**src/rtl/game_status.sv**
```systemverilog
// Game-state and scoring tracker feeding the endgame renderer: pellets, ghost-combo
// scoring with a four-digit saturating score, lives with a death freeze, win/lose.
module game_status #(
    parameter int PELLET_TOTAL = 244,
    parameter int START_LIVES  = 3,
    parameter int PELLET_PTS   = 10,
    parameter int POWER_PTS    = 50,
    parameter int GHOST_BASE   = 200,
    parameter int SCORE_MAX    = 9999,
    parameter int DEATH_FRAMES = 120
) (
    input  logic        clk,
    input  logic        reset,
    input  logic        frame_tick,
    input  logic        start,
    input  logic        pellet_eaten,
    input  logic        power_eaten,
    input  logic        ghost_eaten,
    input  logic        pacman_caught,
    output logic [31:0] score,
    output logic [2:0]  lives,
    output logic [8:0]  pellets_left,
    output logic        win,
    output logic        lose,
    output logic        playing,
    output logic        respawn
);

    localparam int FRZ_W = $clog2(DEATH_FRAMES + 1);

    typedef enum logic [2:0] {
        ST_IDLE  = 3'd0,
        ST_PLAY  = 3'd1,
        ST_DYING = 3'd2,
        ST_WIN   = 3'd3,
        ST_LOSE  = 3'd4
    } state_t;

    state_t             state_r, state_next_s;
    logic [1:0]         rst_sync_r;
    logic               srst_s;
    logic [31:0]        score_r, score_next_s;
    logic [2:0]         lives_r, lives_next_s;
    logic [8:0]         pellets_r, pellets_next_s;
    logic [1:0]         combo_r, combo_next_s;
    logic [FRZ_W-1:0]   freeze_r, freeze_next_s;
    logic               respawn_next_s;
    logic               win_next_s, lose_next_s, playing_next_s;
    logic               win_r, lose_r, playing_r, respawn_r;
    logic [1:0]         eaten_cnt_s;
    logic [1:0]         combo_base_s;
    logic [31:0]        incr_s;
    logic [8:0]         pellets_dec_s;

    function automatic logic [31:0] sat_score(input logic [31:0] base, input logic [31:0] incr);
        logic [31:0] sum;
        sum = base + incr;
        if (sum > 32'(SCORE_MAX)) begin
            sat_score = 32'(SCORE_MAX);
        end else begin
            sat_score = sum;
        end
    endfunction

    function automatic logic [1:0] combo_inc(input logic [1:0] c);
        if (c == 2'd3) begin
            combo_inc = 2'd3;
        end else begin
            combo_inc = c + 2'd1;
        end
    endfunction

    // Reset release is synchronised; until it propagates the block behaves as if in reset
    always_ff @(posedge clk or negedge reset) begin
        if (!reset) begin
            rst_sync_r <= 2'b00;
        end else begin
            rst_sync_r <= {rst_sync_r[0], 1'b1};
        end
    end

    assign srst_s       = ~rst_sync_r[1];
    assign eaten_cnt_s  = {1'b0, pellet_eaten} + {1'b0, power_eaten};
    // A power pellet restarts the combo before this cycle's ghost is scored
    assign combo_base_s = power_eaten ? 2'd0 : combo_r;
    assign incr_s       = (pellet_eaten ? 32'(PELLET_PTS) : 32'd0)
                        + (power_eaten  ? 32'(POWER_PTS)  : 32'd0)
                        + (ghost_eaten  ? (32'(GHOST_BASE) << combo_base_s) : 32'd0);
    assign pellets_dec_s = (pellets_r > {7'd0, eaten_cnt_s}) ? (pellets_r - {7'd0, eaten_cnt_s}) : 9'd0;

    // State register
    always_ff @(posedge clk or negedge reset) begin
        if (!reset) begin
            state_r <= ST_IDLE;
        end else begin
            state_r <= state_next_s;
        end
    end

    // Next-state and datapath update logic
    always_comb begin
        state_next_s   = state_r;
        score_next_s   = score_r;
        lives_next_s   = lives_r;
        pellets_next_s = pellets_r;
        combo_next_s   = combo_r;
        freeze_next_s  = freeze_r;
        respawn_next_s = 1'b0;
        if (srst_s) begin
            state_next_s   = ST_IDLE;
            score_next_s   = 32'd0;
            lives_next_s   = 3'(START_LIVES);
            pellets_next_s = 9'(PELLET_TOTAL);
            combo_next_s   = 2'd0;
            freeze_next_s  = '0;
        end else begin
            case (state_r)
                ST_IDLE, ST_WIN, ST_LOSE: begin
                    if (start) begin
                        state_next_s   = ST_PLAY;
                        score_next_s   = 32'd0;
                        lives_next_s   = 3'(START_LIVES);
                        pellets_next_s = 9'(PELLET_TOTAL);
                        combo_next_s   = 2'd0;
                    end else begin
                        state_next_s = state_r;
                    end
                end
                ST_PLAY: begin
                    score_next_s   = sat_score(score_r, incr_s);
                    pellets_next_s = pellets_dec_s;
                    combo_next_s   = ghost_eaten ? combo_inc(combo_base_s) : combo_base_s;
                    // Clearing the maze outranks a catch; an eaten ghost cannot catch
                    if (pellets_dec_s == 9'd0) begin
                        state_next_s = ST_WIN;
                    end else if (pacman_caught && !ghost_eaten) begin
                        lives_next_s = lives_r - 3'd1;
                        if (lives_r == 3'd1) begin
                            state_next_s = ST_LOSE;
                        end else begin
                            state_next_s  = ST_DYING;
                            freeze_next_s = '0;
                        end
                    end else begin
                        state_next_s = ST_PLAY;
                    end
                end
                ST_DYING: begin
                    if (frame_tick) begin
                        freeze_next_s = freeze_r + FRZ_W'(1);
                        if ((freeze_r + FRZ_W'(1)) == FRZ_W'(DEATH_FRAMES)) begin
                            state_next_s   = ST_PLAY;
                            respawn_next_s = 1'b1;
                            combo_next_s   = 2'd0;
                        end else begin
                            state_next_s = ST_DYING;
                        end
                    end else begin
                        state_next_s = ST_DYING;
                    end
                end
                default: begin
                    state_next_s = ST_IDLE;
                end
            endcase
        end
    end

    // Status flags decoded from the upcoming state so they register alongside the counters
    always_comb begin
        win_next_s     = 1'b0;
        lose_next_s    = 1'b0;
        playing_next_s = 1'b0;
        case (state_next_s)
            ST_WIN:  win_next_s     = 1'b1;
            ST_LOSE: lose_next_s    = 1'b1;
            ST_PLAY: playing_next_s = 1'b1;
            default: begin
                win_next_s     = 1'b0;
                lose_next_s    = 1'b0;
                playing_next_s = 1'b0;
            end
        endcase
    end

    // Datapath and output registers
    always_ff @(posedge clk or negedge reset) begin
        if (!reset) begin
            score_r   <= 32'd0;
            lives_r   <= 3'(START_LIVES);
            pellets_r <= 9'(PELLET_TOTAL);
            combo_r   <= 2'd0;
            freeze_r  <= '0;
            win_r     <= 1'b0;
            lose_r    <= 1'b0;
            playing_r <= 1'b0;
            respawn_r <= 1'b0;
        end else begin
            score_r   <= score_next_s;
            lives_r   <= lives_next_s;
            pellets_r <= pellets_next_s;
            combo_r   <= combo_next_s;
            freeze_r  <= freeze_next_s;
            win_r     <= win_next_s;
            lose_r    <= lose_next_s;
            playing_r <= playing_next_s;
            respawn_r <= respawn_next_s;
        end
    end

    assign score        = score_r;
    assign lives        = lives_r;
    assign pellets_left = pellets_r;
    assign win          = win_r;
    assign lose         = lose_r;
    assign playing      = playing_r;
    assign respawn      = respawn_r;

endmodule

```
**config.mk**
```make
export PLATFORM = sky130hd
export DESIGN_NAME = game_status
export DESIGN_NICKNAME = d
export VERILOG_FILES = /design/src/rtl/game_status.sv
export SDC_FILE = /design/constraint.sdc
export NUM_CORES = 1
export LEC_CHECK = 0
export CORE_MARGIN = 2
export CORE_UTILIZATION = 45
export DETAILED_ROUTE_END_ITERATION = 10
export DONT_BUFFER_PORTS = 1
export PLACE_DENSITY = 0.72
export SYNTH_ARGS = -nofsm -noshare
export SYNTH_HDL_FRONTEND = slang
export SYNTH_SLANG_ARGS = --single-unit
```
**constraint.sdc**
```tcl
create_clock -name clk -period 4.3 [get_ports clk]
set_input_delay 0.645 -clock clk [delete_from_list [all_inputs] [get_ports clk]]
set_output_delay 0.645 -clock clk [all_outputs]
set_load 0.01 [all_outputs]
```
After elaboration in Yosys (flattened, before gate mapping)
Cells that the tools add are included.
- memories: 0
- register bits after elaboration: 62
- output and inout bits: 48
- latch bits: 0
- RAM bits: 0
- word-level logic and storage cells: 95
- input bits: 8
- ROM bits: 0
- mux-type cells: 45
- $add $sub $neg: 8
- eq/ne operators: 19
- bitwise logic cells: 0
- shift-type cells: 1
- multipliers: 0
- reduce and logical (&&, ||, !) cells: 9
- div/mod/pow operators: 0
- $lt $le $gt $ge: 2
- operators with widths (kind ; number):
    2-to-1 mux 32 bit ; 4
    case mux 32 bit (2 select lines) ; 1
    2-to-1 mux 7 bit ; 5
    adder 32 bit ; 1
    adder 7 x 32 -> 32 bit ; 1
    greater-than comparator 32 x 14 -> 1 bit (second input constant) ; 1
    left shift 8 x 2 -> 32 bit (first input constant) ; 1
    2-to-1 mux 3 bit ; 10
    2-to-1 mux 9 bit ; 3
    inequality test 3 bit (second input constant) ; 6
    case mux 9 bit (2 select lines) ; 1
    2-to-1 mux 2 bit ; 8
    case mux 7 bit (2 select lines) ; 1
    equality test 3 x 1 -> 1 bit (second input constant) ; 3
    equality test 3 x 2 -> 1 bit (second input constant) ; 3
    greater-than comparator 9 x 2 -> 1 bit ; 1
    zero test 9 bit ; 1
    case mux 3 bit (3 select lines) ; 1
    subtractor 9 x 2 -> 9 bit ; 1
    AND reduction 4 bit ; 2
    adder 4 x 6 -> 7 bit ; 1
    adder 7 x 1 -> 7 bit (second input constant) ; 1
    equality test 7 bit (second input constant) ; 1
    2-to-1 mux 1 bit ; 7
    17 further kinds ; 19

Depth between registers and ports, before layout
- depth after elaboration: 9
- gate-level depth with buffers: 16
- depth with buffers taken out: 15

Least setup slack after synthesis
OpenSTA, ideal clock, no wires.
- kind: input-to-reg
- start: input port power_eaten
- end: register score_r[12], in the netlist score[12]
- arrival: 3.975 ns
- path buffers: 1
- data required time: 4.223 ns
- setup time: 0.077 ns
- stages: 15
- setup slack: 0.248 ns
- cell sequence: o21ai_0 nor2b_1 or2_2 ha_1 ha_1 or3_1 or3b_4 nand3_2 a21oi_2 o32a_1 a2111oi_4 nand4_2 buf_6 a2111o_1 o21ai_2
- word-level cells in the longest chain between the ends: 9
- elaborated cells between the ends (all ways): 11
- classes of those cells: add/sub (3); order compare (1); shift (1); mux (6)
- RTL lines (item ; line ; RTL):
    start, declared ; 17 ; input logic power_eaten,
    parallel branches: the longest is 3 deep, another holds adder 4 x 6 -> 7 bit ; n/a ;
    adder 7 x 32 -> 32 bit (*) ; 88 ; + (ghost_eaten ? (32'(GHOST_BASE) << combo_base_s) : 32'd0);
    adder 32 bit (*) ; 57 ; sum = base + incr;
    greater-than comparator 32 x 14 -> 1 bit ; 58 ; if (sum > 32'(SCORE_MAX)) begin
    2-to-1 mux 32 bit (*) ; 58 ;
    case mux 32 bit (2 select lines) (*) ; 117 ; case (state_r)
    2-to-1 mux 32 bit (*) ; 109 ; if (srst_s) begin
    end signal, assigned ; 199 ; score_r <= score_next_s;
    end, declared ; 42 ; logic [31:0] score_r, score_next_s;
Every way passes the cells marked *.
A chain may end at the register's enable or synchronous reset.

Worst setup path after layout
- start: register combo_r[1]
- end: register score_r[12], in the netlist score[12]
- word-level cells in the longest chain between the ends: 9
- RTL lines (item ; line ; RTL):
    start, declared ; 45 ; logic [1:0] combo_r, combo_next_s;
    start signal, assigned ; 202 ; combo_r <= combo_next_s;
    2-to-1 mux 2 bit (*) ; 85 ; assign combo_base_s = power_eaten ? 2'd0 : combo_r;
    left shift 8 x 2 -> 32 bit (*) ; 88 ;
    2-to-1 mux 32 bit (*) ; 88 ;
    adder 7 x 32 -> 32 bit (*) ; 88 ;
    adder 32 bit (*) ; 57 ;
    greater-than comparator 32 x 14 -> 1 bit ; 58 ;
    2-to-1 mux 32 bit (*) ; 58 ;
    case mux 32 bit (2 select lines) (*) ; 117 ;
    2-to-1 mux 32 bit (*) ; 109 ;
Every way passes the cells marked *; elsewhere a longest branch is shown, timed or not.

==> results.py <==
metrics = {
    "place": {
        "post-place-ws_ns": -0.04100,
        "routabilityCongestion": 0.9336,
        "hpwlAfterDp_microns": 7315,
        "port_buffers": 0,
        "place_inst": 562,
    },
    "clock_tree": {
        "cts.sinks": 62,
        "clk_latency_ns": 0.35,
        "cts_max_level": 3,
        "path_clk_slew_ns": 0.08,
        "cts_made_buffers": 9,
        "cts_buffer_depth": 2,
        "root_buffer": "clkbuf_8",
        "tritoncts": "yes",
    },
    "synthesis": {
        "synth.distinct_cells": 68,
        "netlist_instances": 462,
        "ys_warn_count": 0,
        "synth_area_sq_mm": 0.004150,
        "synth_top_area_share_pct": 33.16,
        "synth_area_leaders": "dfrtp_1, ha_1, dfstp_2",
        "async_flop_share_pct": 100.0,
        "ys_seq_elements": 62,
        "synth_common_cells": "dfrtp_1, nand2_1, nor2_1",
        "syn_area_per_cell_sq_um": 8.983,
        "synth_fp_nets": 497,
        "synth_most_common_cell": "dfrtp_1",
        "ys_seq_area_share_pct": 37.59,
        "yosysTopAreaCell": "dfrtp_1",
        "synth_edf_count": 0,
        "synth-main-ff-cell": "dfrtp_1",
    },
    "sta": {
        "min_period_ns": 4.030,
        "grt_setup_unrepaired": "false",
        "report.final.slew_viol_count": 0,
        "worst_slack_ns": 0.2704,
        "slew_headroom_pct": 38.80,
        "max_freq_ghz": 0.2482,
        "tightest_slew_ns": 0.9146,
        "setup-violations-final": 0,
        "whs_ns": 0.1311,
        "finalHoldViolCount": 0,
        "fin_crit_sh_pct": 93.71,
        "skew_ns": 0.01235,
    },
    "critical_path": {
        "crit_path_start_kind": "flip-flop",
        "cpLargestDelayFamily": "compound AO/OA/AOI/OAI gates",
        "slowest_delay_ns": 0.41,
        "path_depth": 15,
        "cp.required_ns": 4.58,
        "crit_top_cell": "ha_1",
        "cp_slowest_cell": "dfrtp_1",
        "crit_arrival_ns": 4.31,
        "path_class": "reg2reg",
        "cp_max_fo": 11,
        "crit_chain": "nand3b_1 -> inv_1 -> and2_1 -> or2_2 -> ha_1 -> ha_1 -> or3_1 -> o22ai_1 -> o21ai_0 -> a21oi_1 -> o2111ai_1 -> a2111oi_4 -> nand4_4 -> a2111o_1 -> o21ai_2",
        "cp_num_buf_inv": 1,
        "worst_r2r_path_depth": 15,
        "end_kind": "flip-flop",
    },
    "floorplan": {
        "rows": 35,
        "die_area_sq_mm": 0.01001,
        "start_util_pct": 45.56,
        "io_pins": 56,
        "core_area_sq_mm": 0.009109,
        "fp.dieH_microns": 100.0,
        "die_w_microns": 100.0,
    },
    "worst_hold_path": {
        "hp-class": "in2async",
    },
    "grt": {
        "grt_max_degree": 56,
        "grt_overflow": 0,
        "antenna_found_initial": 0,
        "grt_pass1_vias": 3329,
        "grt_pass1_wl_microns": 16730,
        "grt_usage_pct": 20.98,
    },
    "run_status": {
        "status": "complete, no violations",
    },
    "routing": {
        "dr.pass1.iters": 4,
        "num_vias": 3504,
        "ant_nets": 0,
        "drt_iter0_drc": 205,
        "wire_per_inst_microns": 17.59,
        "vias_per_cell": 6.052,
        "drc": 0,
        "drt-total-wl_microns": 10190,
    },
    "finish": {
        "num_antenna_cells": 0,
        "syn2layout_area_growth_pct": 8.562,
        "nFillCells": 848,
        "nets": 498,
        "instances_no_fill": 579,
        "drive_gt1_share_pct": 9.615,
    },
    "pwr": {
        "p_leak_uw": 0.001894,
        "ir_drop_mv": 0.1169,
        "p_per_area_mw_per_mm2": 293.6,
    },
    "run": {
        "max-cap-violations": 0,
    },
}
-- per-stage QoR --
| stage | setup TNS [ns] | area (sq um) | utilization [%] | total power (uW) |
|---|---|---|---|---|
| 4_1_cts | 0 | 4494 | 49.34 | 1332 |
| 2_1_floorplan | 0 | 4150 | - | 735.4 |
| 3_5_place_dp | -0.1450 | 4260 | 46.77 | 770.7 |
| 3_3_place_gp | 0 | 4260 | 46.77 | 766.8 |
| 6_report | 0 | 4506 | 49.46 | 1323 |
| 5_1_grt | 0 | 4506 | 49.46 | 1375 |
-- per-layer routing --
| metal | global-route usage (%) | part of all wire [%] | up-vias |
|---|---|---|---|
| li1 | - | - | 1690 |
| met1 | 26.21 | 43 | 1716 |
| met2 | 35.55 | 50 | 83 |
| met3 | 6.407 | 6.0 | 15 |
| met4 | 5.374 | 1.3 | 0 |
| met5 | 0 | 0 | - |
-- area by class of cell --
| cell class | count | area [sq um] | area share, % |
|---|---|---|---|
| repair buffers | 8 | 80.08 | 1.777 |
| well taps | 111 | 138.9 | 3.082 |
| flip-flops and latches | 62 | 1560 | 34.63 |
| clock inverters | 6 | 68.82 | 1.527 |
| clock buffers | 10 | 137.6 | 3.055 |
| inverters | 16 | 60.06 | 1.333 |
| multi-input cells | 366 | 2460 | 54.60 |
-- worst register-to-register path: stages (launching register included) --
cell and delay (ns):
dfrtp_1 0.41, nand3b_1 0.16, inv_1 0.08, and2_1 0.18, or2_2 0.30, ha_1 0.28
ha_1 0.23, or3_1 0.37, o22ai_1 0.23, o21ai_0 0.21, a21oi_1 0.26, o2111ai_1 0.21
a2111oi_4 0.36, nand4_4 0.26, a2111o_1 0.36, o21ai_2 0.06
-- cell families (layout without fill, tap and decap cells) --
kind of cell | after synthesis | count (layout) | synth area share [%]
mux | 6 | 6 | 1.477
xor+xnor | 18 | 18 | 3.799
buf+inv | 34 | 40 | 3.407
fa+ha+maj | 27 | 27 | 9.044
flops | 62 | 62 | 37.59
simple gates | 196 | 196 | 24.51
compound gates | 118 | 118 | 20.08
other cells | 1 | 1 | 0.09036
-- power by group --
group	internal, uW	switching, uW
sequential	595	20.2
combinational	62.6	96.9
clock	287	260
-- placed cells by master, fill, tap and decap left out, types with 3 or more instances in the layout --
master and n:
nor2b_1 10, nor4_1 3, ha_1 22, nand3b_1 4, a211oi_1 3, nor2_1 39, o41ai_1 4, xnor2_1 10
dfstp_2 7, and3_1 5, nor3_1 17, a32oi_1 4, nand2_1 43, or3_1 3, nand4_1 6, o21ai_0 32
clkbuf_8 10, nor3b_1 5, o22ai_1 4, inv_1 16, xor2_1 8, nand2b_1 11, fa_1 5, mux2i_1 5
o22a_1 3, a211o_1 3, nand3_1 16, dfrtp_1 55, a32o_1 7, and2_1 23, buf_4 7, a21oi_1 21
o21a_1 6
-- path summary, 6_finish.rpt --
| check | startpoint | to | slack [ns] |
|---|---|---|---|
| min in group clk | rst_sync_r[0]$_DFF_PN0_ | rst_sync_r[1]$_DFF_PN0_ | 0.35 |
| min reg2reg | rst_sync_r[0]$_DFF_PN0_ | rst_sync_r[1]$_DFF_PN0_ | 0.35 |
| max | combo_r[1]$_DFFE_PN0P_ | score[12]$_DFFE_PN0P_ | 0.27 |
| max in group asynchronous | reset | score[14]$_DFFE_PN0P_ | 3.90 |
| max reg2reg | combo_r[1]$_DFFE_PN0P_ | score[12]$_DFFE_PN0P_ | 0.27 |
| min | reset | pellets_left[2]$_DFFE_PN1P_ | 0.13 |
-- timing repair --
item / 4_1_cts / 5_1_grt
setup endpoints to repair: 0 / 10
setup buffers: 0 / 0
hold endpoints to repair: 55 / 0
resized for setup: 0 / 2
hold buffers: 1 / 0
-- flip-flops by register name, summed over array words and instances (netlist names) --
register,cells
playing,1
pellets_left,9
rst_sync_r,2
score,32
lose,1
respawn,1
win,1
lives,3
freeze_r,7
state_r,3
combo_r,2
Power figures use the tool's default switching activity.
